File: src/rtl/inst_sequencer_pkg.sv
// rtl/inst_sequencer_pkg.sv - shared state encoding and error codes for the instruction sequencer
package inst_sequencer_pkg;

  typedef enum logic [3:0] {
    ST_IDLE       = 4'd0,
    ST_FETCH_REQ  = 4'd1,
    ST_FETCH_WAIT = 4'd2,
    ST_EXEC       = 4'd3,
    ST_MEM_REQ    = 4'd4,
    ST_MEM_WAIT   = 4'd5,
    ST_WB         = 4'd6,
    ST_HALT       = 4'd7,
    ST_ERROR      = 4'd8
  } seq_state_t;

  localparam logic [1:0] ERR_NONE    = 2'd0;
  localparam logic [1:0] ERR_ILLEGAL = 2'd1;
  localparam logic [1:0] ERR_IFU_TO  = 2'd2;
  localparam logic [1:0] ERR_LSU_TO  = 2'd3;

endpackage

File: src/rtl/inst_sequencer_timeout.sv
// rtl/inst_sequencer_timeout.sv - response wait timer; expires in the TIMEOUT_CYCLES-th enabled cycle
module seq_timeout_counter #(
  parameter int TIMEOUT_CYCLES = 1024
) (
  input  logic clk,
  input  logic rst_n,
  input  logic clear,
  input  logic enable,
  output logic expired
);

  localparam int W = $clog2(TIMEOUT_CYCLES + 1);

  logic [W-1:0] cnt;

  // cnt holds the number of fully elapsed wait cycles, so the current cycle is cnt+1
  assign expired = enable && (cnt == W'(TIMEOUT_CYCLES - 1));

  always_ff @(posedge clk) begin
    if (!rst_n || clear) begin
      cnt <= '0;
    end else if (enable && !expired) begin
      cnt <= cnt + 1'b1;
    end
  end

endmodule

File: src/rtl/inst_sequencer.sv
// rtl/inst_sequencer.sv - multi-cycle fetch/exec/mem/writeback control FSM for the NPC core
module inst_sequencer
  import inst_sequencer_pkg::*;
#(
  parameter int TIMEOUT_CYCLES = 1024,
  parameter int CNT_WIDTH      = 64
) (
  input  logic                 clk,
  input  logic                 rst_n,
  output logic                 ifu_req_valid,
  input  logic                 ifu_req_ready,
  input  logic                 ifu_resp_valid,
  input  logic [31:0]          ifu_resp_inst,
  output logic                 ifu_resp_ready,
  output logic [31:0]          inst_q,
  input  logic                 dec_is_load,
  input  logic                 dec_mem_wen,
  input  logic                 dec_reg_wen,
  input  logic                 dec_is_ebreak,
  input  logic                 dec_inst_not_ipl,
  output logic                 lsu_req_valid,
  output logic                 lsu_req_wen,
  input  logic                 lsu_req_ready,
  input  logic                 lsu_resp_valid,
  output logic                 lsu_resp_ready,
  output logic                 pc_wen,
  output logic                 rf_wen,
  output logic                 commit,
  output logic                 halt,
  output logic                 err,
  output logic [1:0]           err_code,
  output logic [CNT_WIDTH-1:0] commit_cnt,
  output logic [CNT_WIDTH-1:0] cycle_cnt
);

  seq_state_t state, state_d;
  logic       mem_wen_q, reg_wen_q;
  logic [1:0] err_code_q, err_code_d;
  logic       to_waiting, to_expired;

  assign to_waiting = (state == ST_FETCH_WAIT) || (state == ST_MEM_WAIT);

  seq_timeout_counter #(
    .TIMEOUT_CYCLES(TIMEOUT_CYCLES)
  ) u_timeout (
    .clk    (clk),
    .rst_n  (rst_n),
    .clear  (!to_waiting),
    .enable (to_waiting),
    .expired(to_expired)
  );

  always_comb begin
    state_d        = state;
    err_code_d     = err_code_q;
    ifu_req_valid  = 1'b0;
    ifu_resp_ready = 1'b0;
    lsu_req_valid  = 1'b0;
    lsu_req_wen    = 1'b0;
    lsu_resp_ready = 1'b0;
    pc_wen         = 1'b0;
    rf_wen         = 1'b0;
    commit         = 1'b0;
    case (state)
      ST_IDLE: state_d = ST_FETCH_REQ;
      ST_FETCH_REQ: begin
        ifu_req_valid = 1'b1;
        if (ifu_req_ready) state_d = ST_FETCH_WAIT;
      end
      ST_FETCH_WAIT: begin
        ifu_resp_ready = 1'b1;
        if (ifu_resp_valid) begin
          state_d = ST_EXEC;
        end else if (to_expired) begin
          state_d    = ST_ERROR;
          err_code_d = ERR_IFU_TO;
        end
      end
      ST_EXEC: begin
        if (dec_inst_not_ipl) begin
          state_d    = ST_ERROR;
          err_code_d = ERR_ILLEGAL;
        end else if (dec_is_ebreak) begin
          commit  = 1'b1;
          state_d = ST_HALT;
        end else if (dec_is_load || dec_mem_wen) begin
          state_d = ST_MEM_REQ;
        end else begin
          state_d = ST_WB;
        end
      end
      ST_MEM_REQ: begin
        lsu_req_valid = 1'b1;
        lsu_req_wen   = mem_wen_q;
        if (lsu_req_ready) state_d = ST_MEM_WAIT;
      end
      ST_MEM_WAIT: begin
        lsu_resp_ready = 1'b1;
        if (lsu_resp_valid) begin
          state_d = ST_WB;
        end else if (to_expired) begin
          state_d    = ST_ERROR;
          err_code_d = ERR_LSU_TO;
        end
      end
      ST_WB: begin
        pc_wen  = 1'b1;
        rf_wen  = reg_wen_q;
        commit  = 1'b1;
        state_d = ST_FETCH_REQ;
      end
      ST_HALT:  state_d = ST_HALT;
      ST_ERROR: state_d = ST_ERROR;
      default:  state_d = ST_IDLE;
    endcase
  end

  assign halt     = (state == ST_HALT);
  assign err      = (state == ST_ERROR);
  assign err_code = err_code_q;

  always_ff @(posedge clk) begin
    if (!rst_n) begin
      state      <= ST_IDLE;
      inst_q     <= '0;
      mem_wen_q  <= 1'b0;
      reg_wen_q  <= 1'b0;
      err_code_q <= ERR_NONE;
      commit_cnt <= '0;
      cycle_cnt  <= '0;
    end else begin
      state      <= state_d;
      err_code_q <= err_code_d;
      if (state == ST_FETCH_WAIT && ifu_resp_valid) inst_q <= ifu_resp_inst;
      if (state == ST_EXEC) begin
        mem_wen_q <= dec_mem_wen;
        reg_wen_q <= dec_reg_wen;
      end
      if (commit) commit_cnt <= commit_cnt + 1'b1;
      if (state != ST_HALT && state != ST_ERROR) cycle_cnt <= cycle_cnt + 1'b1;
    end
  end

endmodule

File: config.mk
export PLATFORM = sky130hd
export DESIGN_NAME = inst_sequencer
export DESIGN_NICKNAME = d
export VERILOG_FILES = /design/src/rtl/inst_sequencer_pkg.sv /design/src/rtl/inst_sequencer_timeout.sv /design/src/rtl/inst_sequencer.sv
export SDC_FILE = /design/constraint.sdc
export NUM_CORES = 1
export LEC_CHECK = 0
export BUFFER_PORTS_ARGS = -buffer_cell sky130_fd_sc_hd__clkbuf_2
export CAP_MARGIN = 30
export CORE_MARGIN = 2
export CORE_UTILIZATION = 54
export DETAILED_ROUTE_END_ITERATION = 16
export PLACE_DENSITY = 0.81
export SLEW_MARGIN = 30
export SYNTH_ARGS = -nofsm -noshare
export SYNTH_HDL_FRONTEND = slang
export SYNTH_SLANG_ARGS = --single-unit
File: constraint.sdc
create_clock -name clk -period 2.7 [get_ports clk]
set_clock_uncertainty 0.15 [all_clocks]
set_input_delay 0.405 -clock clk [delete_from_list [all_inputs] [get_ports clk]]
set_output_delay 0.405 -clock clk [all_outputs]
set_load 0.05 [all_outputs]
==> reports/metrics.yaml, run 1 <==
yosys_warnings: 0
ant_nets: 0
clockBufferDepth: 2
dp_hpwl_mm: 16.6
rsz0062_at_grt: "no"
synth_flop_cell: "dfxtp_1"
syn_to_final_growth_pct: 24.2
n_antenna_cell: 0
io_pins: 215
gp_routability_congestion: 0.923
synth_cells: 1059
clkSinkCount: 179
vias: 8710
grt_usage_pct: 26.6
drt-total-wl_mm: 23.3
die_x_um: 130
clkLatencyLatePin_ns: 0.43
start_util_pct: 55.6
avgSynthCellArea_sq_um: 8.04
timing_worst_setup_path_type: "flop to flop"
cp_max_fo: 15
cp_cell_sequence: "nand4_1 > nor3_2 > or4b_1 > or4_1 > a21oi_1"
drive_gt1_share_pct: 24.1
critPathBufInv: 0
gr-usage-met3_pct: 6.23
p_leak_nw: 3.90
grt_pass1_wl_mm: 36.6
drt_iter0_markers: 696
worstHoldPathType: "primary input to flop"
die_height_um: 130
end_kind: "flop"
finalMaxSlewViolations: 0
synth.cell_area_sq_um: 8520
cap_violations: 0
ir_worst_vdd_v: 0.000449
setup_viol: 0
port_buffers: 214
layout.nets: 1327
use_met2_pct: 43.6
grt_pass1_vias: 7674
die-area_sq_um: 16800
cpMaxStageDelayCell: "or4b_1"
total_power_mw: 6.21
viasPerCell: 5.79
synth-edff-count: 0
clockRootBuffer: "clkbuf_16"
cp.required_ns: 2.91
busiest_layer: "met2"
outcome: "complete, no violations"
cts_setup_buffers: 0
layout_commonest_cell: "clkbuf_2"
final_cell_mix: "clkbuf_2, dfxtp_1, nand2_1"
use_met1_pct: 34.7
dr.pass1.iters: 6
wl_per_cell_um: 15.5
grt_overflow: 0
grt_max_degree: 65
post-route-period-util_pct: 92.3
syn-num-nets: 1105
cts-htree-levels: 4
cts_hold_buf: 0
preCtsSetupSlack_ns: -0.00762
power_density_nw_per_um2: 587
setup_ws_ns: 0.208
worstSetupStartpointType: "flop"
drcViolationCount: 0
slowest_delay_ns: 0.73
worst_slew_pin_slew_ns: 0.601
synthArstFlopShare_pct: 0
fp-row-count: 45
path_clk_slew_ns: 0.07
ys_seq_area_share_pct: 42.1
synth-seq-cells: 179
worstPathArrival_ns: 2.70
fmax_mhz: 401
hold_violations: 0
cts_inserted_buffers: 17
yosysUniqueCellTypes: 61
period_needed_ns: 2.49
antenna_found_initial: 0
crit_family: "simple AND/OR/NAND/NOR gates"
slew_headroom_pct: 59.6
cts_tree: "done"
fp.coreArea_sq_um: 15300
==> layer usage <==
layer | routed length [um] | share of wire (%) | vias up
met3 | 1500 | 6.5 | 34
met1 | 10000 | 43 | 4069
met4 | 420 | 1.8 | 0
met5 | 0 | 0 | -
met2 | 11300 | 49 | 298
li1 | - | - | 4309
==> registers in the layout, summed over array words and instances, names as in the netlist <==
signal,cells
commit_cnt,64
cycle_cnt,64
err_code,2
inst_q,32
mem_wen_q,1
reg_wen_q,1
state,4
u_timeout.cnt,11
==> kinds of logic after synthesis <==
kind of cell | Yosys count | synth area share [%]
simple gates | 520 | 32.8
compound gates | 220 | 15.0
flops | 179 | 42.1
buf+inv | 78 | 3.60
xor+xnor | 56 | 5.76
mux | 3 | 0.353
fa+ha+maj | 3 | 0.441
==> tightest hold or removal path, cell delays in order <==
cell and delay [ns]:
clkbuf_2 0.08, nand2_1 0.04, a21oi_1 0.05
==> synth_stat cells, types with 2 or more instances <==
cell type	count	area, sq um
dfxtp_1	179	3580
nand2_1	138	518
a21oi_1	117	586
nor2_1	84	315
nand3_1	54	270
nand4_1	52	325
o21ai_0	46	230
clkbuf_1	40	150
or3_1	38	238
or4_1	32	240
xnor2_1	32	280
o31ai_1	30	225
inv_1	24	90.1
nor4_1	24	150
xor2_1	24	210
nor3_1	19	95.1
and3_1	16	100
and2_1	10	62.6
nand2b_1	9	56.3
and4_1	8	70.1
buf_2	8	40.0
nand3b_1	8	60.1
nor2b_1	6	37.5
a211oi_1	4	30.0
nand4_2	4	50.1
a31o_2	3	26.3
buf_1	3	11.3
ha_1	3	37.5
mux2i_1	3	30.0
or2_2	3	18.8
a32oi_1	2	17.5
inv_2	2	7.51
nand4bb_1	2	22.5
nor4_4	2	42.5
o211ai_1	2	15.0
o41ai_1	2	17.5
or3b_2	2	17.5
==> area by class of cell <==
| cell class | instances | area, sq um |
|---|---|---|
| fill | 1304 | 4740 |
| timing repair buffer | 255 | 1400 |
| multi-input combinational | 802 | 4630 |
| inverter | 26 | 100 |
| clock buffer | 19 | 433 |
| sequential | 179 | 3580 |
| tap | 211 | 264 |
| clock inverter | 13 | 160 |
==> stage by stage <==
stage / cells / hold slack (ns) / area (sq um) / util, % / setup TNS (ns)
global route: 1505 / 0.0311 / 10600 / 69.1 / 0
detailed placement: 1473 / 0.298 / 9980 / 65.2 / -0.00762
finish: 1505 / 0.0465 / 10600 / 69.1 / 0
floorplan: 1059 / 0.299 / 8520 / - / 0
global placement: 1473 / 0.291 / 9980 / 65.2 / 0
CTS: 1505 / 0.0312 / 10600 / 69.1 / 0
==> power by group <==
| group | internal (mW) | total (mW) | switching [mW] |
|---|---|---|---|
| clock network | 1.46 | 2.49 | 1.03 |
| logic | 0.264 | 0.934 | 0.670 |
| registers | 2.72 | 2.79 | 0.0656 |
==> timing repair <==
item / 4_1_cts / 5_1_grt
endpoints found under the hold margin: 0 / 0
endpoints found under the setup margin: 0 / 2
resized for setup: 0 / 1
==> final timing paths <==
| path | cells after the start | endpoint | slack, ns | startpoint |
|---|---|---|---|---|
| setup reg to reg | 5 | cycle_cnt[34] | 0.21 | cycle_cnt[23] |
| hold / removal | 3 | inst_q[9] | 0.05 | ifu_resp_inst[9] |
| setup / recovery | 5 | cycle_cnt[34] | 0.21 | cycle_cnt[23] |
| hold reg to reg | 2 | inst_q[1] | 0.30 | inst_q[1] |
Power figures use the tool's default switching activity.
==> run 2, diff against run 1 <==
Settings changed: HOLD_SLACK_MARGIN set to 0.08.
==> run 2 against run 1 <==
Routed wire length grew 5.0%. Register-to-register slack is essentially flat. Global-route usage grew 1.4 points. Sequential power is essentially flat. Maximum frequency shrank 0.24%. Critical endpoint unchanged. Cell area grew 3.2%.
==> reports/metrics.yaml, run 2 (same netlist as run 1, synthesis figures left out) <==
wl_per_cell_um: 15.9  # +2.6%
wl_met1_mm: 10.3  # +2.4%
grt_pass1_wl_mm: 38.3  # +4.6%
hold_violations: 0  # unchanged
grt_usage_pct: 27.9  # +1.4 points
end_kind: "flop"
outcome: "complete, no violations"
grt_overflow: 0  # unchanged
ant_nets: 0  # unchanged
die_x_um: 130  # unchanged
drcViolationCount: 0  # unchanged
routed.top_layer: "met4"
cap_violations: 0  # unchanged
cp.required_ns: 2.91  # about the same
drt_iter0_markers: 668  # -4.0%
clockBufferDepth: 2  # unchanged
fin_hold_ws_ns: 0.156  # +0.109 ns
timing_worst_setup_path_type: "flop to flop"
worstHoldPathType: "primary input to flop"
worstPathArrival_ns: 2.71  # about the same
layout.nets: 1361  # +2.6%
drive_gt1_share_pct: 23.5  # -0.62 points
vias: 9034  # +3.7%
grt_pass1_vias: 8049  # +4.9%
worstSetupStartpointType: "flop"
power_density_nw_per_um2: 575  # -2.1%
finalMaxSlewViolations: 0  # unchanged
period_needed_ns: 2.50  # +0.00597 ns
gp_routability_congestion: 0.923  # unchanged
syn_to_final_growth_pct: 28.2
fp-row-count: 45  # unchanged
critPathBufInv: 0  # unchanged
wl_met2_mm: 11.8  # +4.3%
cts-htree-levels: 4  # unchanged
cts_inserted_buffers: 17  # unchanged
layout_commonest_cell: "clkbuf_2"
io_pins: 215  # unchanged
start_util_pct: 55.6  # unchanged
regToRegEndpoint: "cycle_cnt[34]"
rsz0062_at_grt: "no"
slew_headroom_pct: 60.1  # +0.47 points
fp.coreArea_sq_um: 15300  # unchanged
ir_worst_vdd_v: 0.000454  # +1.1%
r2r_slack_ns: 0.20  # about the same
hold_start: "ifu_req_ready"
clkLatencyLatePin_ns: 0.43  # about the same
crit_family: "simple AND/OR/NAND/NOR gates"
grt_max_degree: 65  # unchanged
dp.cells: 1473  # unchanged
cts_tree: "done"
slowest_delay_ns: 0.72  # about the same
dp_hpwl_mm: 16.6  # unchanged
cp_cell_sequence: "nand4_1 > nor3_2 > or4b_1 > or4_1 > a21oi_1"
worst_slew_pin_slew_ns: 0.594  # -0.00703 ns
wl_met3_mm: 1.55  # +2.9%
die-area_sq_um: 16800  # unchanged
cpMaxStageDelayCell: "or4b_1"
clkSinkCount: 179  # unchanged
path_clk_slew_ns: 0.07  # about the same
p_leak_nw: 4.04  # +3.6%
fin_cells: 1540  # +2.3%
antenna_found_initial: 0  # unchanged
hold_path_depth: 3  # unchanged
total_power_mw: 6.28  # +1.1%
rr_startpoint: "cycle_cnt[23]"
worst_r2r_path_depth: 5  # unchanged
clockRootBuffer: "clkbuf_16"
final_cell_mix: "clkbuf_2, dfxtp_1, nand2_1"
post-route-period-util_pct: 92.5  # +0.22 points
cp_max_fo: 15  # unchanged
min_to: "state[0]"
setup_viol: 0  # unchanged
dr.pass1.iters: 6  # unchanged
reg_top3: "commit_cnt x64, cycle_cnt x64, inst_q x32"
port_buffers: 214  # unchanged
drt-total-wl_mm: 24.4  # +5.0%
die_height_um: 130  # unchanged
fmax_mhz: 400  # -0.24%
viasPerCell: 5.87  # +1.4%
run 2: cell types whose count changed in the layout (fill, tap and decap cells not counted), sizes merged:
cell         previous run  this run
diode                   0         1
dlygate4sd3             0        34
run 2: tightest hold or removal path, cell delays in order:
cell and delay (ns):
clkbuf_2 0.10, nand3b_1 0.11, o31ai_1 0.07
run 2: worst max path at each step:
stage	cells past startpoint	slack, ns	start	end
3_5_place_dp	6	-0.008	dec_inst_not_ipl	commit_cnt[63]
6_report	5	0.20	cycle_cnt[23]	cycle_cnt[34]
3_3_place_gp	6	0.08	dec_inst_not_ipl	commit_cnt[63]
5_1_grt	5	0.07	cycle_cnt[3]	cycle_cnt[34]
4_1_cts	6	0.18	state[3]	commit_cnt[63]
2_1_floorplan	6	0.04	cycle_cnt[3]	cycle_cnt[61]
run 2: report_power, final:
part / total [mW] / switching [mW] / internal, mW
logic: 0.989 / 0.694 / 0.296
clock network: 2.50 / 1.04 / 1.46
registers: 2.79 / 0.0681 / 2.72
run 2: metrics by stage:
| step | setup WS, ns | setup TNS, ns | utilization (%) | area (sq um) |
|---|---|---|---|---|
| detailed placement | -0.00762 | -0.00762 | 65.2 | 9980 |
| floorplan | 0.0359 | 0 | - | 8520 |
| global placement | 0.0818 | 0 | 65.2 | 9980 |
| global route | 0.0685 | 0 | 71.3 | 10900 |
| finish | 0.202 | 0 | 71.3 | 10900 |
| CTS | 0.182 | 0 | 71.3 | 10900 |
run 2: area by class of cell:
type,count,area (sq um)
Multi-Input combinational cell,802,4630
Fill cell,1241,4390
Tap cell,211,264
Timing Repair Buffer,289,1740
Inverter,26,100
Clock buffer,19,433
Antenna cell,1,2.50
Clock inverter,13,160
Sequential cell,179,3580
run 2: routing by layer:
metal / track usage [%] / up-vias
li1: - / 4381
met1: 35.0 / 4251
met2: 46.3 / 332
met3: 6.65 / 70
met4: 11.6 / 0
met5: 0 / -
run 2: timing repair:
action / 4_1_cts / 5_1_grt
setup endpoints to repair: 0 / 2
resized for setup: 0 / 1
endpoints found under the hold margin: 34 / 0
buffers inserted: 0 / 0
hold buffers: 34 / 0
==> run 3, diff against run 2 <==
Settings changed: MAX_ROUTING_LAYER set to met4.
==> run 3 against run 2 <==
Maximum frequency shrank 0.13%. Power is essentially flat. Combinational power is essentially flat. Sequential power is essentially flat. Core utilization is the same. Flip-flop and latch count is the same. Register-to-register slack is essentially flat. Final cell count is the same. Count of clock-buffer cells in the layout is the same.
==> reports/metrics.yaml, run 3 (same netlist as run 1, synthesis figures left out) <==
outcome: "complete, no violations"
layout.nets: 1361  # unchanged
post-route-period-util_pct: 92.6  # +0.12 points
cp_max_fo: 15  # unchanged
die_height_um: 130  # unchanged
rsz0062_at_grt: "no"
clkLatencyLatePin_ns: 0.43  # about the same
dr.pass1.iters: 5  # -1
p_leak_nw: 4.04  # unchanged
preCtsSetupSlack_ns: -0.00762  # unchanged
fmax_mhz: 400  # -0.13%
fin_util_pct: 71.3  # unchanged
cp.required_ns: 2.91  # about the same
drcViolationCount: 0  # unchanged
grt_pass1_vias: 8057  # +0.099%
total_power_mw: 6.28  # about the same
start_util_pct: 55.6  # unchanged
drt-total-wl_mm: 24.4  # -0.19%
ir_worst_vdd_v: 0.000452  # -0.35%
placed_area_sq_um: 9980  # unchanged
cts_tree: "done"
power_density_nw_per_um2: 575  # about the same
fp-row-count: 45  # unchanged
worstHoldPathType: "primary input to flop"
end_kind: "flop"
hold_violations: 0  # unchanged
finalMaxSlewViolations: 0  # unchanged
grt_overflow: 0  # unchanged
worst_slew_pin_slew_ns: 0.610  # +0.0157 ns
io_pins: 215  # unchanged
syn_to_final_growth_pct: 28.2  # unchanged
ant_nets: 0  # unchanged
worstPathArrival_ns: 2.71  # about the same
port_buffers: 214  # unchanged
path_clk_slew_ns: 0.07  # about the same
postLayoutCellArea_sq_um: 10900  # unchanged
cts_inserted_buffers: 17  # unchanged
fillers: 1241  # unchanged
cts-htree-levels: 4  # unchanged
setup_ws_ns: 0.199  # -0.00332 ns
wl_per_cell_um: 15.8  # -0.19%
grt_max_degree: 65  # unchanged
clockBufferDepth: 2  # unchanged
clkSinkCount: 179  # unchanged
layout_commonest_cell: "clkbuf_2"
setup_viol: 0  # unchanged
dp_hpwl_mm: 16.6  # unchanged
worstSetupStartpointType: "flop"
grt_usage_pct: 28.9  # +0.92 points
period_needed_ns: 2.50  # +0.00332 ns
grt_pass1_wl_mm: 38.3  # about the same
die-area_sq_um: 16800  # unchanged
vias: 8999  # -0.39%
clockRootBuffer: "clkbuf_16"
final_cell_mix: "clkbuf_2, dfxtp_1, nand2_1"
fin_hold_ws_ns: 0.144  # -0.0112 ns
antenna_found_initial: 0  # unchanged
slew_headroom_pct: 59.0  # -1.1 points
cap_violations: 0  # unchanged
die_x_um: 130  # unchanged
drt_iter0_markers: 632  # -5.4%
reg_top3: "commit_cnt x64, cycle_cnt x64, inst_q x32"
gp_routability_congestion: 0.940  # +1.8%
cts_setup_buffers: 0  # unchanged
drive_gt1_share_pct: 23.5  # unchanged
fp.coreArea_sq_um: 15300  # unchanged
timing_worst_setup_path_type: "flop to flop"
viasPerCell: 5.84  # -0.39%
==> run 3: worst paths after layout <==
kind / startpoint / to / slack (ns) / cells past startpoint
worst max register to register: state[0] / cycle_cnt[34] / 0.20 / 5
worst max-delay path: state[0] / cycle_cnt[34] / 0.20 / 5
worst min-delay path: ifu_req_ready / state[0] / 0.14 / 3
worst min register to register: inst_q[1] / inst_q[1] / 0.31 / 2
==> run 3: cell type report <==
type,instances,area (sq um),share of cell area [%]
repair buffers,289,1740,16.0
multi-input cells,802,4630,42.4
clock inverters,13,160,1.47
clock buffers,19,433,3.96
flip-flops and latches,179,3580,32.8
inverters,26,100,0.917
diodes,1,2.50,0.0229
well taps,211,264,2.42
==> run 3: layer usage <==
| metal | global-route usage (%) | wire length, um | up-vias |
|---|---|---|---|
| met3 | 6.48 | 1570 | 70 |
| li1 | - | - | 4376 |
| met5 | - | 0 | - |
| met4 | 11.6 | 767 | 0 |
| met1 | 35.5 | 10300 | 4217 |
| met2 | 46.0 | 11800 | 336 |
==> run 3: timing repair <==
item	CTS	global route
hold endpoints to repair	34	0
setup endpoints to repair	0	2
gates resized for setup	0	1
hold buffers	34	0
==> run 3: critical path, stage by stage, from the launching register on <==
cell and delay, ns:
dfxtp_1 0.44, or4b_4 0.22, nand4_2 0.18, or4b_1 0.81, or4_1 0.49, a21oi_1 0.14
==> run 3: through the flow <==
step	setup TNS (ns)	std cells
floorplan	0	1059
global placement	0	1473
detailed placement	-0.00762	1473
CTS	0	1539
global route	0	1539
finish	0	1540
==> run 3: power breakdown <==
group / switching [mW] / internal [mW] / total [mW]
clock: 1.05 / 1.46 / 2.50
sequential: 0.0687 / 2.72 / 2.79
combinational: 0.693 / 0.296 / 0.988
